<file path="config.mk">
export PLATFORM = sky130hd
export DESIGN_NAME = led_scan
export DESIGN_NICKNAME = d
export VERILOG_FILES = /design/src/rtl/led_pkg.sv /design/src/rtl/seg7_decode.sv /design/src/rtl/led_scan.sv
export SDC_FILE = /design/constraint.sdc
export NUM_CORES = 1
export LEC_CHECK = 0
export ABC_AREA = 1
export CELL_PAD_IN_SITES_DETAIL_PLACEMENT = 1
export CELL_PAD_IN_SITES_GLOBAL_PLACEMENT = 2
export CORE_ASPECT_RATIO = 0.8
export CORE_MARGIN = 2
export CORE_UTILIZATION = 23
export CTS_CLUSTER_SIZE = 14
export DETAILED_ROUTE_END_ITERATION = 16
export PLACE_DENSITY = 0.73
export SKIP_CTS_REPAIR_TIMING = 1
export SLEW_MARGIN = 40
export SYNTH_ARGS = -nofsm -noshare
export SYNTH_HDL_FRONTEND = slang
export SYNTH_SLANG_ARGS = --single-unit
export TNS_END_PERCENT = 20
</file>
<file path="constraint.sdc">
create_clock -name clk -period 3.77 [get_ports clk]
set_input_delay 0.377 -clock clk [delete_from_list [all_inputs] [get_ports clk]]
set_output_delay 0.377 -clock clk [all_outputs]
set_load 0.01 [all_outputs]
</file>
<file path="src/rtl/led_pkg.sv">
// Shared segment encodings for the led_scan display driver.
// Bit order is a..g from MSB to LSB; 1 = segment lit.
package led_pkg;

    typedef logic [6:0] seg_t;

    localparam seg_t SEG_0     = 7'b1111110;
    localparam seg_t SEG_1     = 7'b0110000;
    localparam seg_t SEG_2     = 7'b1101101;
    localparam seg_t SEG_3     = 7'b1111001;
    localparam seg_t SEG_4     = 7'b0110011;
    localparam seg_t SEG_5     = 7'b1011011;
    localparam seg_t SEG_6     = 7'b1011111;
    localparam seg_t SEG_7     = 7'b1110000;
    localparam seg_t SEG_8     = 7'b1111111;
    localparam seg_t SEG_9     = 7'b1111011;
    localparam seg_t SEG_A     = 7'b1110111;
    localparam seg_t SEG_B     = 7'b0011111;
    localparam seg_t SEG_C     = 7'b1001110;
    localparam seg_t SEG_D     = 7'b0111101;
    localparam seg_t SEG_E     = 7'b1001111;
    localparam seg_t SEG_F     = 7'b1000111;
    localparam seg_t SEG_BLANK = 7'b0000000;

endpackage

</file>
<file path="src/rtl/seg7_decode.sv">
// Combinational nibble to 7-segment decoder.
// Define LED_SCAN_HEX_EN to show A-F for codes 10-15; otherwise they are blank.
module seg7_decode
    import led_pkg::*;
(
    input  logic [3:0] nibble,
    output seg_t       seg
);

    always_comb begin
        // NOTE: default first so every path assigns seg and no latch is inferred.
        seg = SEG_BLANK;
        case (nibble)
            4'h0: seg = SEG_0;
            4'h1: seg = SEG_1;
            4'h2: seg = SEG_2;
            4'h3: seg = SEG_3;
            4'h4: seg = SEG_4;
            4'h5: seg = SEG_5;
            4'h6: seg = SEG_6;
            4'h7: seg = SEG_7;
            4'h8: seg = SEG_8;
            4'h9: seg = SEG_9;
`ifdef LED_SCAN_HEX_EN
            4'hA: seg = SEG_A;
            4'hB: seg = SEG_B;
            4'hC: seg = SEG_C;
            4'hD: seg = SEG_D;
            4'hE: seg = SEG_E;
            4'hF: seg = SEG_F;
`endif
            default: seg = SEG_BLANK;
        endcase
    end

endmodule

</file>
<file path="src/rtl/led_scan.sv">
// Time-multiplexed common-cathode 7-segment driver with per-frame snapshot
// and leading-zero blanking. Hex glyphs are enabled by LED_SCAN_HEX_EN.
module led_scan
    import led_pkg::*;
#(
    parameter int DIGITS   = 4,
    parameter int SCAN_DIV = 1000,
    parameter int LZB      = 1
) (
    input  logic                  clk,
    input  logic                  rst,
    input  logic                  n_en,
    input  logic [4*DIGITS-1:0]   data,
    input  logic [DIGITS-1:0]     dp,
    output seg_t                  out,
    output logic                  dp_out,
    output logic [DIGITS-1:0]     sel,
    output logic                  frame
);

    localparam int PCNT_W = (SCAN_DIV > 1) ? $clog2(SCAN_DIV) : 1;
    localparam int IDX_W  = (DIGITS > 1) ? $clog2(DIGITS) : 1;

    logic [PCNT_W-1:0]   pcnt;
    logic [IDX_W-1:0]    idx;
    logic [4*DIGITS-1:0] snap_data;
    logic [DIGITS-1:0]   snap_dp;

    logic                tc;
    logic                wrap;
    logic [3:0]          cur_nib;
    logic                cur_dp;
    logic                cur_blank;
    logic                above_zero;
    logic [DIGITS-1:0]   sel_next;
    seg_t                dec_seg;

    assign tc   = (pcnt == PCNT_W'(SCAN_DIV - 1));
    assign wrap = tc && (idx == IDX_W'(DIGITS - 1));

    // Prescaler, digit index and frame snapshot. The snapshot only loads on
    // the wrap to digit 0, so inputs changing mid-frame never tear.
    always_ff @(posedge clk) begin
        if (rst) begin
            // NOTE: non-blocking assignments for all registered state.
            pcnt      <= '0;
            idx       <= '0;
            snap_data <= '0;
            snap_dp   <= '0;
            frame     <= 1'b0;
        end else begin
            frame <= 1'b0;
            if (tc) begin
                pcnt <= '0;
                if (wrap) begin
                    idx       <= '0;
                    snap_data <= data;
                    snap_dp   <= dp;
                    frame     <= 1'b1;
                end else begin
                    idx <= idx + IDX_W'(1);
                end
            end else begin
                pcnt <= pcnt + PCNT_W'(1);
            end
        end
    end

    // Select the active nibble and decide blanking, scanning from the top
    // digit down so above_zero tracks "all higher nibbles are zero".
    always_comb begin
        cur_nib    = 4'h0;
        cur_dp     = 1'b0;
        cur_blank  = 1'b0;
        sel_next   = '1;
        above_zero = 1'b1;
        for (int i = DIGITS - 1; i >= 0; i--) begin
            above_zero = above_zero && (snap_data[4*i +: 4] == 4'h0);
            if (idx == IDX_W'(i)) begin
                cur_nib     = snap_data[4*i +: 4];
                cur_dp      = snap_dp[i];
                sel_next[i] = 1'b0;
                cur_blank   = (LZB != 0) && (i != 0) && above_zero;
            end
        end
    end

    seg7_decode u_decode (
        .nibble (cur_nib),
        .seg    (dec_seg)
    );

    // Registered pin drivers; disable blanks the pins but not the scan.
    always_ff @(posedge clk) begin
        if (rst || n_en) begin
            out    <= SEG_BLANK;
            dp_out <= 1'b0;
            sel    <= '1;
        end else begin
            out    <= cur_blank ? SEG_BLANK : dec_seg;
            dp_out <= cur_dp;
            sel    <= sel_next;
        end
    end

endmodule

</file>
Word level (Yosys, flattened, before mapping)

Memories as Yosys holds them, arrays and structs flattened. A register that Yosys moved wholly into a read port is not among the register bits.
Index checks and enable logic that the tools add are counted.

Bits in registers: 38
Memory bits (read-only): 112
Memories: 1

Memories:

| memory          | depth | bits a word | read ports | clocked after memory_dff | wr ports | RTL line          | text |
|---|---|---|---|---|---|---|---|
| (no name shown) | 16    | 7           | 1          | 1                        | 0        | seg7_decode.sv:13 | `case (nibble)` |

$add $sub $neg: 2
Equality and inequality tests: 4
Multiplexer cells: 18
Bitwise logic cells: 1
Reductions and logical operators: 12

Operator list:

| kind                                                | number |
|---|---|
| two-way mux 4 bit                                   | 4 |
| two-way mux 1 bit                                   | 13 |
| logical NOT 4 bit                                   | 3 |
| adder 10 x 1 -> 10 bit, second input constant       | 1 |
| equality test 10 bit, second input constant         | 1 |
| OR reduction 2 bit                                  | 3 |
| equality test 2 bit, second input constant          | 2 |
| logical AND 1 bit                                   | 3 |
| adder 2 x 1 -> 2 bit, second input constant         | 1 |
| equality test 2 x 1 -> 1 bit, second input constant | 1 |
| logical NOT 2 bit                                   | 1 |
| two-way mux 2 bit                                   | 1 |
| AND reduction 2 bit                                 | 1 |
| logical OR 1 bit                                    | 1 |
| inverter 1 bit                                      | 1 |

Longest topological paths before layout

Depth in word-level cells: 6
Mapped depth: 15

Cells and area by module

From an unflattened synthesis, not the netlist that was laid out.

Cell total of the unflattened synthesis: 330
Area total of the unflattened synthesis: 2,205.9 µm²

Modules (own cells, without submodules):

| module      | times used | cells each | area an instance (µm²) | seq. area each (µm²) |
|---|---|---|---|---|
| led_scan    | 1          | 291        | 1,995.7                | 900.9 |
| seg7_decode | 1          | 39         | 210.2                  | 0.0 |

Least setup slack after synthesis

OpenSTA, ideal clock, no wires.

Path type: register -> register
Start point: register idx[0]
End point: register out[3]
Arrival: 1.740 ns
Required time: 3.650 ns
Setup slack: 1.910 ns
Cell stages (with the launch flop): 13
Path buffers: 1
Period minus slack after synthesis: 1.860 ns
Path through: dfxtp_1 -> inv_1 -> ha_1 -> buf_2 -> a21oi_1 -> o21ai_0 -> nand2_1 -> inv_1 -> ha_1 -> nand3_1 -> nand2_1 -> nand2_1 -> a21oi_1

Word-level cells in the longest chain between the ends: 6
Elaborated cells between the ends (all ways): 13

Ends and longest elaborated chain:

| what                            | RTL line       | text |
|---|---|---|
| from (decl)                     | led_scan.sv:25 | `logic [IDX_W-1:0] idx;` |
| from (signal assigned)          | led_scan.sv:61 | `idx <= idx + IDX_W'(1);` |
| equality test 2 bit             | led_scan.sv:79 | `if (idx == IDX_W'(i)) begin` |
| two-way mux 1 bit (4 in series) | led_scan.sv:79 |  |
| OR reduction 2 bit (no line)    | --             |  |
| to (decl)                       | led_scan.sv:15 | `output seg_t out,` |

Several ways; a longest one is shown, not always the timed one.
A chain may end at the register's enable or synchronous reset.

Worst setup path after layout

Start point: register idx[1]
End point: register out[3]

Same word-level chain as after synthesis.

==> impl_metrics.ini <==
[worst_setup_path]
critPathBufInv = 3
critPathMaxFanout = 9
r2r_slack_ps = 1510
critPathMaxStageDelay_ps = 390
crit_type = reg -> reg
slowest_stage = ha_1
cp_top_family = adder cells
worstPathRequired_ps = 3990
worstPathCellList = inv_1, ha_1, inv_1, o21ai_0, o21ai_0, nand2_1, inv_1, ha_1, nand3_1, nand2_1, nand2_1, a21oi_1
r2r-end = out[3]
worstReg2RegStart = idx[1]
rr_worst_depth = 12
worstSetupStartpointType = flop
cp-end-kind = flop
cp.arrival_ps = 2470

[floorplanning]
fp.coreArea_mm2 = 0.00896
fp.dieW_um = 111
fp-row-count = 31
die_area_mm2 = 0.00992
ios = 36
start_util_pct = 23.5
die_h_um = 89.5

[detailed_routing]
final_antenna_net_count = 0
viasPerCell = 4.24
drcViolationCount = 0
drt_wl_total_um = 5200
drtIter0Drc = 57
drtPass1Iterations = 4
num_vias = 1789
wl_per_cell_um = 12.3

[yosys]
synth_cell_type_count = 27
avgSynthCellArea_um2 = 7.67
ys_seq_area_share_pct = 42.9
netlist_area_mm2 = 0.00210
synth_seq_cells = 45
synth_top_family_by_area = simple AND/OR/NAND/NOR gates
synth_mux_area_share_pct = 0
syn-instance-count = 274
synthAdderAreaFrac_pct = 6.55
syn_nets = 308
synth-xor-area-share_pct = 0.833
ys_warn_count = 0
synth-simple-area-share_pct = 29.4
synth_compound_area_share_pct = 10.5

[finish]
drive_gt1_share_pct = 9.45
layout_common_cells = nand2_1, dfxtp_1, clkdlybuf4s50_1
fillCellCount = 1083
syn_to_final_growth_pct = 27.6
multi_input_area_um2 = 995
seqCellArea_um2 = 901
final_core_util_pct = 29.9
final_common_cell = nand2_1
layout.nets = 341
antenna_cells = 0

[cts]
cts_tree = built
cts_buffers = 5
cts.clk_slew.worst_paths_ps = 60
root_buffer = clkbuf_16
htreeDepth = 2
cts_sinks = 45
clkLatencyLatePin_ps = 290
cts_buffer_depth = 2

[timing]
finalWorstSetupSlack_ps = 1510
final.period_utilization_pct = 59.8
setup_viol = 0
tightest_slew_ps = 570
fmax_mhz = 443
finalHoldViolations = 0
finalSetupTns_ps = 0
slew_violations = 0
relSlewSlack_pct = 61.9
holdWs_ps = 457
fin_crit_ps = 2260
skew_ps = 6.86
rsz0062_at_grt = no

[grt]
grt_antenna_before_repair = 0
grtUsageTotal_pct = 11.2
grt_pass1_wl_um = 8800
grt.overflow.total = 0
grt_max_degree = 22
grt_pass1_vias = 1853

[hold_path]
hold_start = pcnt[0]
min_delay_worst_endpoint = pcnt[0]
hp-class = reg -> reg
hold_depth = 1

[flow_run]
cap_violations = 0

[placement]
dp_hpwl_um = 3970
io_buffers = 35
dp_slack_ps = 1550
gp_congestion = 0.831

[power_and_ir_drop]
vdd_drop_max_mv = 0.173
power-per-cell-area_mw_per_mm2 = 380
p_leak_nw = 1.14

[run_status]
status = finished, final reports clean
-- sequential cells by signal, summed over array words and instances (netlist names) --
| name | count |
|---|---|
| dp_out | 1 |
| frame | 1 |
| idx | 2 |
| out | 7 |
| pcnt | 10 |
| sel | 4 |
| snap_data | 16 |
| snap_dp | 4 |
-- cell type report --
class / instances / area share, %
Inverter: 35 / 4.90
Sequential cell: 45 / 33.6
Clock inverter: 2 / 1.31
Multi-Input combinational cell: 185 / 37.1
Clock buffer: 5 / 4.67
Tap cell: 115 / 5.37
Timing Repair Buffer: 35 / 13.1
-- synthesized netlist by cell type --
cell,n,area [um2]
nand2_1,74,278
dfxtp_1,45,901
inv_1,32,120
nand3_1,28,140
a21oi_1,17,85.1
nor2_1,14,52.6
ha_1,11,138
o21ai_2,9,78.8
o21ai_0,6,30.0
buf_6,5,56.3
nor3_1,4,20.0
buf_2,3,15.0
inv_2,3,11.3
nand2_2,3,18.8
nand3_2,3,30.0
nand4_1,3,18.8
a31oi_1,2,12.5
nand3b_1,2,15.0
nor3_2,2,20.0
buf_1,1,3.75
nor2_4,1,11.3
nor3b_1,1,7.51
o21a_1,1,7.51
o21bai_1,1,7.51
or2_2,1,6.26
xnor2_1,1,8.76
xor2_1,1,8.76
-- power breakdown --
part           internal [mW]  total [mW]  switching (mW)
combinational         0.0299      0.0491          0.0192
sequential             0.482       0.485         0.00287
clock                  0.308       0.484           0.177
-- kinds of logic after synthesis --
logic type,after synthesis
and+or+nand+nor,136
DFF,45
buffers and inverters,44
AOI/OAI and AO/OA,36
adders and majority gates,11
xor gates and xnor gates,2
-- routing by layer --
metal  GRT usage [%]  share of wire (%)
met1            15.3                 53
met2            16.8                 41
met3            3.86                5.1
met4            3.41               0.98
met5               0                  0
-- per-stage QoR --
| step | power [mW] | cell area [um2] | cells |
|---|---|---|---|
| after floorplan | 0.511 | 2100 | 274 |
| after global placement | 0.545 | 2520 | 415 |
| after detailed placement | 0.545 | 2520 | 415 |
| after CTS | 1.04 | 2680 | 422 |
| after global routing | 1.06 | 2680 | 422 |
| final | 1.02 | 2680 | 422 |
-- worst max path at each step --
stage	from	to	slack (ps)	depth (start not counted)
2_1_floorplan	idx[0]	out[3]	1910	12
3_5_place_dp	idx[1]	out[3]	1550	12
5_1_grt	idx[1]	out[3]	1250	12
3_3_place_gp	idx[0]	out[1]	1680	12
6_report	idx[1]	out[3]	1510	12
4_1_cts	idx[1]	out[3]	1510	12
(Power assumes the default switching activity.)
